===== config.mk =====
export PLATFORM = sky130hd
export DESIGN_NAME = sram_port_arbiter_flat
export DESIGN_NICKNAME = d
export VERILOG_FILES = /design/src/rtl/sram_port_arbiter_pkg.sv /design/src/rtl/sram_port_arbiter_if.sv /design/src/rtl/sram_arb_rr2.sv /design/src/rtl/sram_port_arbiter.sv /design/src/flat_wrapper.sv
export SDC_FILE = /design/constraint.sdc
export NUM_CORES = 1
export LEC_CHECK = 0
export CAP_MARGIN = 10
export CORE_ASPECT_RATIO = 1.4
export CORE_MARGIN = 2
export CORE_UTILIZATION = 37
export CTS_CLUSTER_DIAMETER = 50
export CTS_CLUSTER_SIZE = 20
export DETAILED_ROUTE_END_ITERATION = 8
export HOLD_SLACK_MARGIN = 0.05
export PLACE_DENSITY = 0.85
export SYNTH_ARGS = -nofsm -noshare
export SYNTH_HDL_FRONTEND = slang
export SYNTH_HIERARCHICAL = 1
export SYNTH_SLANG_ARGS = --single-unit

===== constraint.sdc =====
create_clock -name CLK -period 4.9 [get_ports CLK]
set_input_delay 0.98 -clock CLK [delete_from_list [all_inputs] [get_ports CLK]]
set_output_delay 0.98 -clock CLK [all_outputs]
set_load 0.1 [all_outputs]

===== src/rtl/sram_port_arbiter_pkg.sv =====
// Shared definitions for the SRAM port arbiter: FSM encoding, requester IDs, default widths.
// The optional round-robin CPU/SPI policy is selected by the SRAM_ARB_RR_EN macro.
package sram_port_arbiter_pkg;

    localparam int DEF_DATA_WIDTH = 8;
    localparam int DEF_ADDR_WIDTH = 9;

    typedef enum logic [1:0] {
        IDLE      = 2'd0,
        LOAD      = 2'd1,
        SHARED    = 2'd2,
        SPI_BURST = 2'd3
    } state_t;

    typedef enum logic [1:0] {
        REQ_NONE = 2'd0,
        REQ_LD   = 2'd1,
        REQ_CPU  = 2'd2,
        REQ_SPI  = 2'd3
    } req_id_t;

endpackage


===== src/rtl/sram_port_arbiter_if.sv =====
// Bundles the requester, SRAM and debug signals of the arbiter; slave = arbiter side,
// master = requesters plus SRAM. No macro dependence (SRAM_ARB_RR_EN only affects the picker).
interface sram_port_arbiter_if #(
    parameter int DW = sram_port_arbiter_pkg::DEF_DATA_WIDTH,
    parameter int AW = sram_port_arbiter_pkg::DEF_ADDR_WIDTH
);
    import sram_port_arbiter_pkg::*;

    // Handshake: *_REQ is a level held stable until *_GNT is seen high in the same
    // cycle; a granted read returns data on RD_Q with a one-cycle *_QV pulse next cycle.
    logic          LD_REQ;
    logic          LD_WE;
    logic [AW-1:0] LD_A;
    logic [DW-1:0] LD_D;
    logic          CPU_REQ;
    logic          CPU_WE;
    logic [AW-1:0] CPU_A;
    logic [DW-1:0] CPU_D;
    logic          SPI_REQ;
    logic          SPI_LOCK;
    logic          SPI_WE;
    logic [AW-1:0] SPI_A;
    logic [DW-1:0] SPI_D;

    logic          LD_GNT;
    logic          CPU_GNT;
    logic          SPI_GNT;
    logic          LD_QV;
    logic          CPU_QV;
    logic          SPI_QV;
    logic [DW-1:0] RD_Q;
    logic          LD_BUSY;

    logic          CEN;
    logic          WEN;
    logic [AW-1:0] A;
    logic [DW-1:0] D;
    logic [DW-1:0] Q;

    state_t        dbg_state;
    logic          dbg_rr_ptr;

    modport slave (
        input  LD_REQ, LD_WE, LD_A, LD_D,
        input  CPU_REQ, CPU_WE, CPU_A, CPU_D,
        input  SPI_REQ, SPI_LOCK, SPI_WE, SPI_A, SPI_D,
        input  Q,
        output LD_GNT, CPU_GNT, SPI_GNT, LD_QV, CPU_QV, SPI_QV, RD_Q, LD_BUSY,
        output CEN, WEN, A, D,
        output dbg_state, dbg_rr_ptr
    );

    modport master (
        output LD_REQ, LD_WE, LD_A, LD_D,
        output CPU_REQ, CPU_WE, CPU_A, CPU_D,
        output SPI_REQ, SPI_LOCK, SPI_WE, SPI_A, SPI_D,
        output Q,
        input  LD_GNT, CPU_GNT, SPI_GNT, LD_QV, CPU_QV, SPI_QV, RD_Q, LD_BUSY,
        input  CEN, WEN, A, D,
        input  dbg_state, dbg_rr_ptr
    );

endinterface


===== src/rtl/sram_arb_rr2.sv =====
// Two-way CPU(a)/SPI(b) picker. With SRAM_ARB_RR_EN a pointer alternates contended wins;
// otherwise a fixed a-over-b priority and no pointer register.
module sram_arb_rr2 (
    input  logic clk,
    input  logic rst,
    input  logic en,
    input  logic req_a,
    input  logic req_b,
    output logic gnt_a,
    output logic gnt_b,
    output logic ptr_o
);

`ifdef SRAM_ARB_RR_EN
    logic ptr_q;
    logic ptr_d;

    // ptr_q = 0 means a wins the next contended cycle
    always_comb begin
        gnt_a = 1'b0;
        gnt_b = 1'b0;
        ptr_d = ptr_q;
        if (en) begin
            if (req_a && req_b) begin
                gnt_a = !ptr_q;
                gnt_b = ptr_q;
                ptr_d = !ptr_q;
            end else begin
                gnt_a = req_a;
                gnt_b = req_b;
            end
        end
    end

    always_ff @(posedge clk) begin
        if (rst) begin
            ptr_q <= 1'b0;
        end else begin
            ptr_q <= ptr_d;
        end
    end

    assign ptr_o = ptr_q;
`else
    logic unused_clk_rst;

    assign gnt_a          = en & req_a;
    assign gnt_b          = en & req_b & ~req_a;
    assign ptr_o          = 1'b0;
    assign unused_clk_rst = clk ^ rst;
`endif

endmodule


===== src/rtl/sram_port_arbiter.sv =====
// Single-port SRAM arbiter: loader preempts everything, CPU/SPI share the port (policy set by
// SRAM_ARB_RR_EN), SPI may lock the port for bursts. Reads return data one cycle after grant.
module sram_port_arbiter
    import sram_port_arbiter_pkg::*;
#(
    parameter int MEMORY_DATA_WIDTH = DEF_DATA_WIDTH,
    parameter int MEMORY_ADDR_WIDTH = DEF_ADDR_WIDTH
) (
    input logic                CLK,
    input logic                RST,
    sram_port_arbiter_if.slave bus
);

    state_t                       state_q;
    logic                         ld_qv_q;
    logic                         cpu_qv_q;
    logic                         spi_qv_q;
    logic                         ld_busy_q;
    logic [MEMORY_ADDR_WIDTH-1:0] a_q;
    logic [MEMORY_DATA_WIDTH-1:0] d_q;

    logic                         pick_en;
    logic                         cpu_pick;
    logic                         spi_pick;
    logic                         rr_ptr;
    logic                         ld_gnt;
    logic                         cpu_gnt;
    logic                         spi_gnt;
    logic                         any_gnt;
    logic                         any_qv;
    logic                         win_we;
    logic [MEMORY_ADDR_WIDTH-1:0] win_a;
    logic [MEMORY_DATA_WIDTH-1:0] win_d;

    // The picker only decides when neither the loader nor an SPI burst owns the port.
    assign pick_en = !RST && !bus.LD_REQ && (state_q != SPI_BURST);

    sram_arb_rr2 u_pick (
        .clk   (CLK),
        .rst   (RST),
        .en    (pick_en),
        .req_a (bus.CPU_REQ),
        .req_b (bus.SPI_REQ),
        .gnt_a (cpu_pick),
        .gnt_b (spi_pick),
        .ptr_o (rr_ptr)
    );

    assign ld_gnt  = !RST && bus.LD_REQ;
    assign cpu_gnt = cpu_pick;
    assign spi_gnt = spi_pick ||
                     (!RST && !bus.LD_REQ && (state_q == SPI_BURST) && bus.SPI_REQ);
    assign any_gnt = ld_gnt || cpu_gnt || spi_gnt;

    always_comb begin
        win_we = 1'b0;
        win_a  = a_q;
        win_d  = d_q;
        if (ld_gnt) begin
            win_we = bus.LD_WE;
            win_a  = bus.LD_A;
            win_d  = bus.LD_D;
        end else if (cpu_gnt) begin
            win_we = bus.CPU_WE;
            win_a  = bus.CPU_A;
            win_d  = bus.CPU_D;
        end else if (spi_gnt) begin
            win_we = bus.SPI_WE;
            win_a  = bus.SPI_A;
            win_d  = bus.SPI_D;
        end
    end

    always_ff @(posedge CLK) begin
        if (RST) begin
            state_q   <= IDLE;
            ld_qv_q   <= 1'b0;
            cpu_qv_q  <= 1'b0;
            spi_qv_q  <= 1'b0;
            ld_busy_q <= 1'b0;
            a_q       <= '0;
            d_q       <= '0;
        end else begin
            ld_qv_q   <= ld_gnt && !bus.LD_WE;
            cpu_qv_q  <= cpu_gnt && !bus.CPU_WE;
            spi_qv_q  <= spi_gnt && !bus.SPI_WE;
            ld_busy_q <= bus.LD_REQ;
            if (any_gnt) begin
                a_q <= win_a;
                d_q <= win_d;
            end
            if (bus.LD_REQ) begin
                state_q <= LOAD;
            end else begin
                case (state_q)
                    LOAD: state_q <= IDLE;
                    IDLE: begin
                        if (bus.CPU_REQ || bus.SPI_REQ) state_q <= SHARED;
                    end
                    SHARED: begin
                        if (spi_gnt && bus.SPI_LOCK) begin
                            state_q <= SPI_BURST;
                        end else if (!(bus.CPU_REQ || bus.SPI_REQ)) begin
                            state_q <= IDLE;
                        end
                    end
                    SPI_BURST: begin
                        if (!bus.SPI_LOCK) state_q <= SHARED;
                    end
                    default: state_q <= IDLE;
                endcase
            end
        end
    end

    // Strobes are masked by RST so a read in flight at reset never reports.
    assign bus.LD_QV   = ld_qv_q && !RST;
    assign bus.CPU_QV  = cpu_qv_q && !RST;
    assign bus.SPI_QV  = spi_qv_q && !RST;
    assign any_qv      = bus.LD_QV || bus.CPU_QV || bus.SPI_QV;
    assign bus.RD_Q    = any_qv ? bus.Q : '0;

    assign bus.LD_GNT  = ld_gnt;
    assign bus.CPU_GNT = cpu_gnt;
    assign bus.SPI_GNT = spi_gnt;
    assign bus.CEN     = !any_gnt;
    assign bus.WEN     = !win_we;
    assign bus.A       = win_a;
    assign bus.D       = win_d;
    assign bus.LD_BUSY = ld_busy_q;

    assign bus.dbg_state  = state_q;
    assign bus.dbg_rr_ptr = rr_ptr;

endmodule


===== src/flat_wrapper.sv =====
// flat-port wrapper written by rule: the top's interface ports become plain ports
module sram_port_arbiter_flat import sram_port_arbiter_pkg::*;
#(
    parameter int MEMORY_DATA_WIDTH = DEF_DATA_WIDTH,
    parameter int MEMORY_ADDR_WIDTH = DEF_ADDR_WIDTH
)
  (CLK, RST, bus_LD_REQ, bus_LD_WE, bus_LD_A, bus_LD_D, bus_CPU_REQ, bus_CPU_WE, bus_CPU_A, bus_CPU_D, bus_SPI_REQ, bus_SPI_LOCK, bus_SPI_WE, bus_SPI_A, bus_SPI_D, bus_Q, bus_LD_GNT, bus_CPU_GNT, bus_SPI_GNT, bus_LD_QV, bus_CPU_QV, bus_SPI_QV, bus_RD_Q, bus_LD_BUSY, bus_CEN, bus_WEN, bus_A, bus_D, bus_dbg_state, bus_dbg_rr_ptr);
  sram_port_arbiter_if #(.DW((DEF_DATA_WIDTH)), .AW((DEF_ADDR_WIDTH))) bus_i ();
  input logic CLK;
  input logic RST;
  input wire logic [$bits(bus_i.LD_REQ)-1:0] bus_LD_REQ;
  input wire logic [$bits(bus_i.LD_WE)-1:0] bus_LD_WE;
  input wire logic [$bits(bus_i.LD_A)-1:0] bus_LD_A;
  input wire logic [$bits(bus_i.LD_D)-1:0] bus_LD_D;
  input wire logic [$bits(bus_i.CPU_REQ)-1:0] bus_CPU_REQ;
  input wire logic [$bits(bus_i.CPU_WE)-1:0] bus_CPU_WE;
  input wire logic [$bits(bus_i.CPU_A)-1:0] bus_CPU_A;
  input wire logic [$bits(bus_i.CPU_D)-1:0] bus_CPU_D;
  input wire logic [$bits(bus_i.SPI_REQ)-1:0] bus_SPI_REQ;
  input wire logic [$bits(bus_i.SPI_LOCK)-1:0] bus_SPI_LOCK;
  input wire logic [$bits(bus_i.SPI_WE)-1:0] bus_SPI_WE;
  input wire logic [$bits(bus_i.SPI_A)-1:0] bus_SPI_A;
  input wire logic [$bits(bus_i.SPI_D)-1:0] bus_SPI_D;
  input wire logic [$bits(bus_i.Q)-1:0] bus_Q;
  output wire logic [$bits(bus_i.LD_GNT)-1:0] bus_LD_GNT;
  output wire logic [$bits(bus_i.CPU_GNT)-1:0] bus_CPU_GNT;
  output wire logic [$bits(bus_i.SPI_GNT)-1:0] bus_SPI_GNT;
  output wire logic [$bits(bus_i.LD_QV)-1:0] bus_LD_QV;
  output wire logic [$bits(bus_i.CPU_QV)-1:0] bus_CPU_QV;
  output wire logic [$bits(bus_i.SPI_QV)-1:0] bus_SPI_QV;
  output wire logic [$bits(bus_i.RD_Q)-1:0] bus_RD_Q;
  output wire logic [$bits(bus_i.LD_BUSY)-1:0] bus_LD_BUSY;
  output wire logic [$bits(bus_i.CEN)-1:0] bus_CEN;
  output wire logic [$bits(bus_i.WEN)-1:0] bus_WEN;
  output wire logic [$bits(bus_i.A)-1:0] bus_A;
  output wire logic [$bits(bus_i.D)-1:0] bus_D;
  output wire logic [$bits(bus_i.dbg_state)-1:0] bus_dbg_state;
  output wire logic [$bits(bus_i.dbg_rr_ptr)-1:0] bus_dbg_rr_ptr;
  assign bus_i.LD_REQ = bus_LD_REQ;
  assign bus_i.LD_WE = bus_LD_WE;
  assign bus_i.LD_A = bus_LD_A;
  assign bus_i.LD_D = bus_LD_D;
  assign bus_i.CPU_REQ = bus_CPU_REQ;
  assign bus_i.CPU_WE = bus_CPU_WE;
  assign bus_i.CPU_A = bus_CPU_A;
  assign bus_i.CPU_D = bus_CPU_D;
  assign bus_i.SPI_REQ = bus_SPI_REQ;
  assign bus_i.SPI_LOCK = bus_SPI_LOCK;
  assign bus_i.SPI_WE = bus_SPI_WE;
  assign bus_i.SPI_A = bus_SPI_A;
  assign bus_i.SPI_D = bus_SPI_D;
  assign bus_i.Q = bus_Q;
  assign bus_LD_GNT = bus_i.LD_GNT;
  assign bus_CPU_GNT = bus_i.CPU_GNT;
  assign bus_SPI_GNT = bus_i.SPI_GNT;
  assign bus_LD_QV = bus_i.LD_QV;
  assign bus_CPU_QV = bus_i.CPU_QV;
  assign bus_SPI_QV = bus_i.SPI_QV;
  assign bus_RD_Q = bus_i.RD_Q;
  assign bus_LD_BUSY = bus_i.LD_BUSY;
  assign bus_CEN = bus_i.CEN;
  assign bus_WEN = bus_i.WEN;
  assign bus_A = bus_i.A;
  assign bus_D = bus_i.D;
  assign bus_dbg_state = bus_i.dbg_state;
  assign bus_dbg_rr_ptr = bus_i.dbg_rr_ptr;
  sram_port_arbiter #(.MEMORY_DATA_WIDTH(MEMORY_DATA_WIDTH), .MEMORY_ADDR_WIDTH(MEMORY_ADDR_WIDTH)) u_core (.CLK(CLK), .RST(RST), .bus(bus_i));
endmodule

==> After elaboration in Yosys (flattened, before gate mapping) <==
Index checks and enable logic that the tools add are counted.
{ "word_totals": {"register_bits": 23, "wordCells": 67} }
{ "op_classes": {"bitwise": 4, "eq_ne": 10, "n_reduce_logical": 29, "n_mux": 16} }
{ "ops": {"columns": ["cell", "count"], "rows": [
  ["8-bit 2-to-1 mux", 4],
  ["9-bit 2-to-1 mux", 3],
  ["1-bit logical AND", 12],
  ["2-bit 2-to-1 mux", 4],
  ["2-bit one-hot mux with 4 select lines", 1],
  ["1-bit logical NOT", 7],
  ["1-bit logical OR", 6],
  ["3-bit != test, second input constant", 2],
  ["3-bit AND reduction", 2],
  ["2-bit equality test, second input constant", 2],
  ["1-bit 2-to-1 mux", 4],
  ["2-bit != test, second input constant", 2],
  ["4-bit != test, second input constant", 1],
  ["1-bit AND", 3],
  ["3-bit by 2-bit != test with 1-bit output, second input constant", 1],
  ["2-bit by 1-bit equality test with 1-bit output, second input constant", 1],
  ["2-bit logical NOT", 1],
  ["2-bit by 1-bit != test with 1-bit output, second input constant", 1],
  ["2-bit OR reduction", 1],
  ["1-bit inverter", 1]
]} }

==> Logic depth before layout (Yosys ltp) <==
{ "logic_depth": {"depth_word": 10, "ltp_mapped": 11} }

==> Cells and area by module <==
Netlist, hierarchy kept.
{ "modules_own_cells": {"columns": ["module", "cells_each", "instances", "seq_area_each_um2", "area_per_inst_um2"], "rows": [
  ["sram_port_arbiter", 172, 1, 460.4, 1443.9],
  ["sram_arb_rr2", 4, 1, 0.0, 27.5]
]} }

==> Worst setup path after synthesis <==
OpenSTA, ideal clock, no wires.
{ "synth_timing": {"path_kind": "input to output", "from": "input RST", "to": "output bus_WEN", "path_slack_ps": 331, "t_arrival_ps": 3589, "required_time_ps": 3920, "path_stages": 4, "n_path_buf": 2, "path_cell_list": "buf_6 nand2b_1 clkbuf_1 o21ai_0"} }
{ "synth_between": {"elab_chain_len": 10, "word_cells_on_any_way": 14} }
{ "synth_lines": {"columns": ["element", "line", "rtl"], "rows": [
  ["from (decl)", "flat_wrapper.sv:10", "input logic RST;"],
  ["1-bit logical NOT *", "sram_port_arbiter.sv:36, sram_port_arbiter.sv:49, sram_port_arbiter.sv:52", null],
  ["1-bit logical AND", "sram_port_arbiter.sv:36, sram_port_arbiter.sv:52", null],
  ["1-bit logical AND", "sram_port_arbiter.sv:36", "assign pick_en = !RST && !bus.LD_REQ && (state_q != SPI_BURST);"],
  ["1-bit AND (2 in series)", "sram_arb_rr2.sv:48", "assign gnt_b = en & req_b & ~req_a;"],
  ["1-bit logical OR", "sram_port_arbiter.sv:51", "assign spi_gnt = spi_pick ||"],
  ["1-bit 2-to-1 mux", "sram_port_arbiter.sv:67", "end else if (spi_gnt) begin"],
  ["1-bit 2-to-1 mux", "sram_port_arbiter.sv:63", "end else if (cpu_gnt) begin"],
  ["1-bit 2-to-1 mux *", "sram_port_arbiter.sv:59", "if (ld_gnt) begin"],
  ["1-bit logical NOT *", "sram_port_arbiter.sv:127", "assign bus.WEN = !win_we;"],
  ["to (decl)", "flat_wrapper.sv:34", "output wire logic [$bits(bus_i.WEN)-1:0] bus_WEN;"]
]} }
Mark *: on every way between the ends. The rest lies on a longest branch, timed or not.

==> Final worst setup path <==
{ "layout_timing": {"from": "input RST", "to": "output bus_A[7]"} }
{ "layout_between": {"elab_chain_len": 9, "word_cells_on_any_way": 13} }
{ "layout_lines": {"columns": ["element", "line", "rtl"], "rows": [
  ["1-bit logical NOT", "sram_port_arbiter.sv:36", null],
  ["1-bit logical AND (2 in series)", "sram_port_arbiter.sv:36", null],
  ["named net u_core.pick_en", "sram_port_arbiter.sv:22", "logic pick_en;"],
  ["1-bit AND (2 in series)", "sram_arb_rr2.sv:48", null],
  ["named net u_core.spi_pick", "sram_port_arbiter.sv:24", "logic spi_pick;"],
  ["1-bit logical OR", "sram_port_arbiter.sv:51", null],
  ["9-bit 2-to-1 mux", "sram_port_arbiter.sv:67", null],
  ["9-bit 2-to-1 mux", "sram_port_arbiter.sv:63", null],
  ["9-bit 2-to-1 mux", "sram_port_arbiter.sv:59", null],
  ["to (decl)", "flat_wrapper.sv:35", "output wire logic [$bits(bus_i.A)-1:0] bus_A;"]
]} }
The timed path passes the listed nets, and every way through them passes these cells.

==> flow_summary_export.csv <==
group,metric,value,unit
clocking,post_cts_buffers,0,
routing,avgViaCountPerCell,5.28,
place,io_buffer_count,103,
run_status,status,"complete, no violations",
synthesis,synth_top_cells_by_area,"dfxtp_1 (31%), a221o_1 (12%), and2_1 (11%)",
grt,grt_max_degree,27,
worst_setup_path,required,3.92,ns
clocking,clock_path_buffers,2,
clocking,clk_pin_slew,0.08,ns
place,placed_area,0.00272,mm2
clocking,cts_hold_buf,0,
place,gp_congestion,0.823,
grt,grt_util_all_layers,21.5,%
worst_setup_path,startpoint,"RST",
die,start_util,37.9,%
pwr,net-switching-power,0.000309,W
clocking,cts_made_buffers,3,
cells_and_area,finalNetCount,349,
cells_and_area,area_growth,87.8,%
routing,routed_wl,4770,um
synthesis,ys_seq_area_share,31.3,%
grt,gr-usage-met1,23.7,%
sta,max_freq,230,MHz
cells_and_area,drive_gt1_share,17.8,%
routing,drtAntennaViolNets,0,
synthesis,yosys.area.top_type_share,31.3,%
synthesis,syn_area_per_cell,8.36,um2
synthesis,synth_fp_nets,248,
synthesis,synth.most_common_cell,"and2_1",
synthesis,async_flop_share,0,%
clocking,ctsResizeCount,0,
cells_and_area,design_area,0.00276,mm2
pwr,total_power,0.000726,W
die,row_count,27,
synthesis,synth-warning-count,6,
worst_setup_path,path_class,"input pin to primary output",
sta,slew_headroom,35.5,%
pwr,p_leak,1.13,nW
sta,finalSetupViolations,0,
clocking,clk_latency,0.26,ns
worst_setup_path,cp_cell_sequence,"clkdlybuf4s50_1 -> inv_1 -> nand2_1 -> nor2_1 -> and3b_1 -> inv_1 -> a211oi_4 -> a221o_1 -> buf_12",
routing,via_count,1685,
worst_setup_path,critPathSlowestCell,"a211oi_4",
routing,dr.pass1.iters,4,
worst_hold_path,hp-class,"flop to flop",
synthesis,yosysUniqueCellTypes,32,
worst_setup_path,cp-start-kind,"input pin",
place,hpwl,3650,um
grt,met3_usage,5.60,%
grt,grt.busiest_layer,"met2",
place,placed_cells,315,
sta,post-route-period-util,88.6,%
pwr,power_frac_clock,16.4,%
routing,routedWlPerCell,15.0,um
sta,skew,0.00174,ns
die,ioPinCount,105,
grt,antenna_found_initial,0,
worst_hold_path,worstHoldStart,"u_core/bus.dbg_state[0]",
worst_setup_path,arrival,3.36,ns
die,die_area,0.00450,mm2
pwr,swShare,42.6,%
pwr,powerDensity,263,mW/mm2
synthesis,yosys.area.top_type,"dfxtp_1",
pwr,power_frac_comb,55.4,%
sta,setup_tns,0,ns
die,chipWidth,57.3,um
sta,max_slew.worst_pin.slew,0.965,ns
routing,drc_errors,0,
clocking,ctsRootBufferMaster,"clkbuf_8",
worst_setup_path,cp_common_cell,"inv_1",
die,core_area,0.00388,mm2
routing,drt_iter0_markers,62,
cells_and_area,instances_no_fill,319,
pwr,ir_drop,0.184,mV
grt,grt_pass1_vias,1718,
synthesis,synth_commonest_cells,"and2_1 (26), dfxtp_1 (23), a21oi_1 (19)",
cells_and_area,n_fill_cell,277,
grt,grt_overflow,0,
flow_run,maxCapViolCount,0,
synthesis,synth_area,0.00147,mm2
grt,use_met2,39.4,%
pwr,seqPwrFrac,28.2,%
die,die_y,78.6,um
worst_setup_path,end_kind,"primary output",
worst_setup_path,r2r_start,"u_core/bus.dbg_state[0]",
synthesis,syn_inst,176,
synthesis,synth_edf_count,0,
cells_and_area,antennaDiodeCount,0,
sta,layout_min_cycle_time,4.34,ns
pwr,power.internal,0.000417,W
sta,drv_slew,0,
worst_setup_path,max_stage_delay,0.73,ns
sta,rsz0062_at_grt,"no",
grt,grt_pass1_wl,7800,um
sta,hold_viol_final,0,
synthesis,ys_seq_elements,23,
clocking,cts_tree,"built",
worst_setup_path,cp_max_fo,17,
clocking,clock-sinks,23,
synthesis,synth_top_flop_cell,"dfxtp_1",
clocking,h-tree-depth,1,
sta,whs,0.568,ns
registers in the layout (all words and copies together), names as in the netlist:
register,flops
u_core/spi_qv_q,1
u_core/bus.LD_BUSY,1
u_core/cpu_qv_q,1
u_core/a_q,9
u_core/d_q,8
u_core/ld_qv_q,1
u_core/bus.dbg_state,2
logic make-up (layout without fill, tap and decap cells):
logic type	after synthesis	count (layout)	share of synthesized area (%)
simple gates	78	78	31.7
buf+inv	21	121	7.23
flops	23	23	31.3
compound gates	49	49	26.1
other cells	1	1	0.255
fa+ha+maj	4	4	3.40
stage by stage:
| stage | utilization (%) | setup slack [ns] |
|---|---|---|
| finish | 71.1 | 0.560 |
| global route | 71.1 | 0.316 |
| CTS | 71.1 | 0.575 |
| detailed placement | 70.0 | 0.594 |
| global placement | 70.0 | 0.660 |
| floorplan | - | 0.331 |
worst max-delay path: cells and delay by family:
kind	cells	cell delay, ns
buffers and inverters	4	0.80
AO/OA/AOI/OAI	2	1.09
AND/OR/NAND/NOR	3	0.48
power by group through the flow:
stage	Combinational [W]	Sequential (W)	Clock, W
CTS	0.000403	0.000205	0.000121
global placement	0.000399	0.000209	0
global route	0.000418	0.000206	0.000129
finish	0.000402	0.000205	0.000119
detailed placement	0.000403	0.000209	0
floorplan	0.000229	0.000219	0
cell usage in the layout, fill, tap and decap left out, drive strengths merged, types with 2 or more instances in the layout:
cell type      instances
clkdlybuf4s50         70
buf                   39
and2                  27
dfxtp                 23
a21oi                 19
nand2                 18
nor3b                 18
a221o                 17
inv                    8
o21ai                  5
nor2                   4
ha                     4
clkbuf                 3
nor2b                  3
a211oi                 3
nand2b                 2
path summary, 6_finish.rpt:
path | end | slack, ns | cells past startpoint
setup / recovery | bus_A[7] | 0.56 | 9
hold / removal | u_core/bus.dbg_state[0] | 0.57 | 2
setup reg to reg | u_core/a_q[7] | 2.44 | 7
hold reg to reg | u_core/bus.dbg_state[0] | 0.57 | 2
final cells by class:
class                           count  area (um2)  area share (%)
Timing Repair Buffer              109        1270            45.9
Sequential cell                    23         460            16.7
Multi-Input combinational cell    132         905            32.7
Inverter                            8        30.0            1.09
Tap cell                           43        53.8            1.95
Clock inverter                      1        5.00           0.181
Clock buffer                        3        41.3            1.49
layer usage:
layer	up-vias	share of wire [%]
met3	6	8.8
met5	-	0
met2	87	51
met1	765	39
li1	827	-
met4	0	1.6
Power figures use the tool's default switching activity.
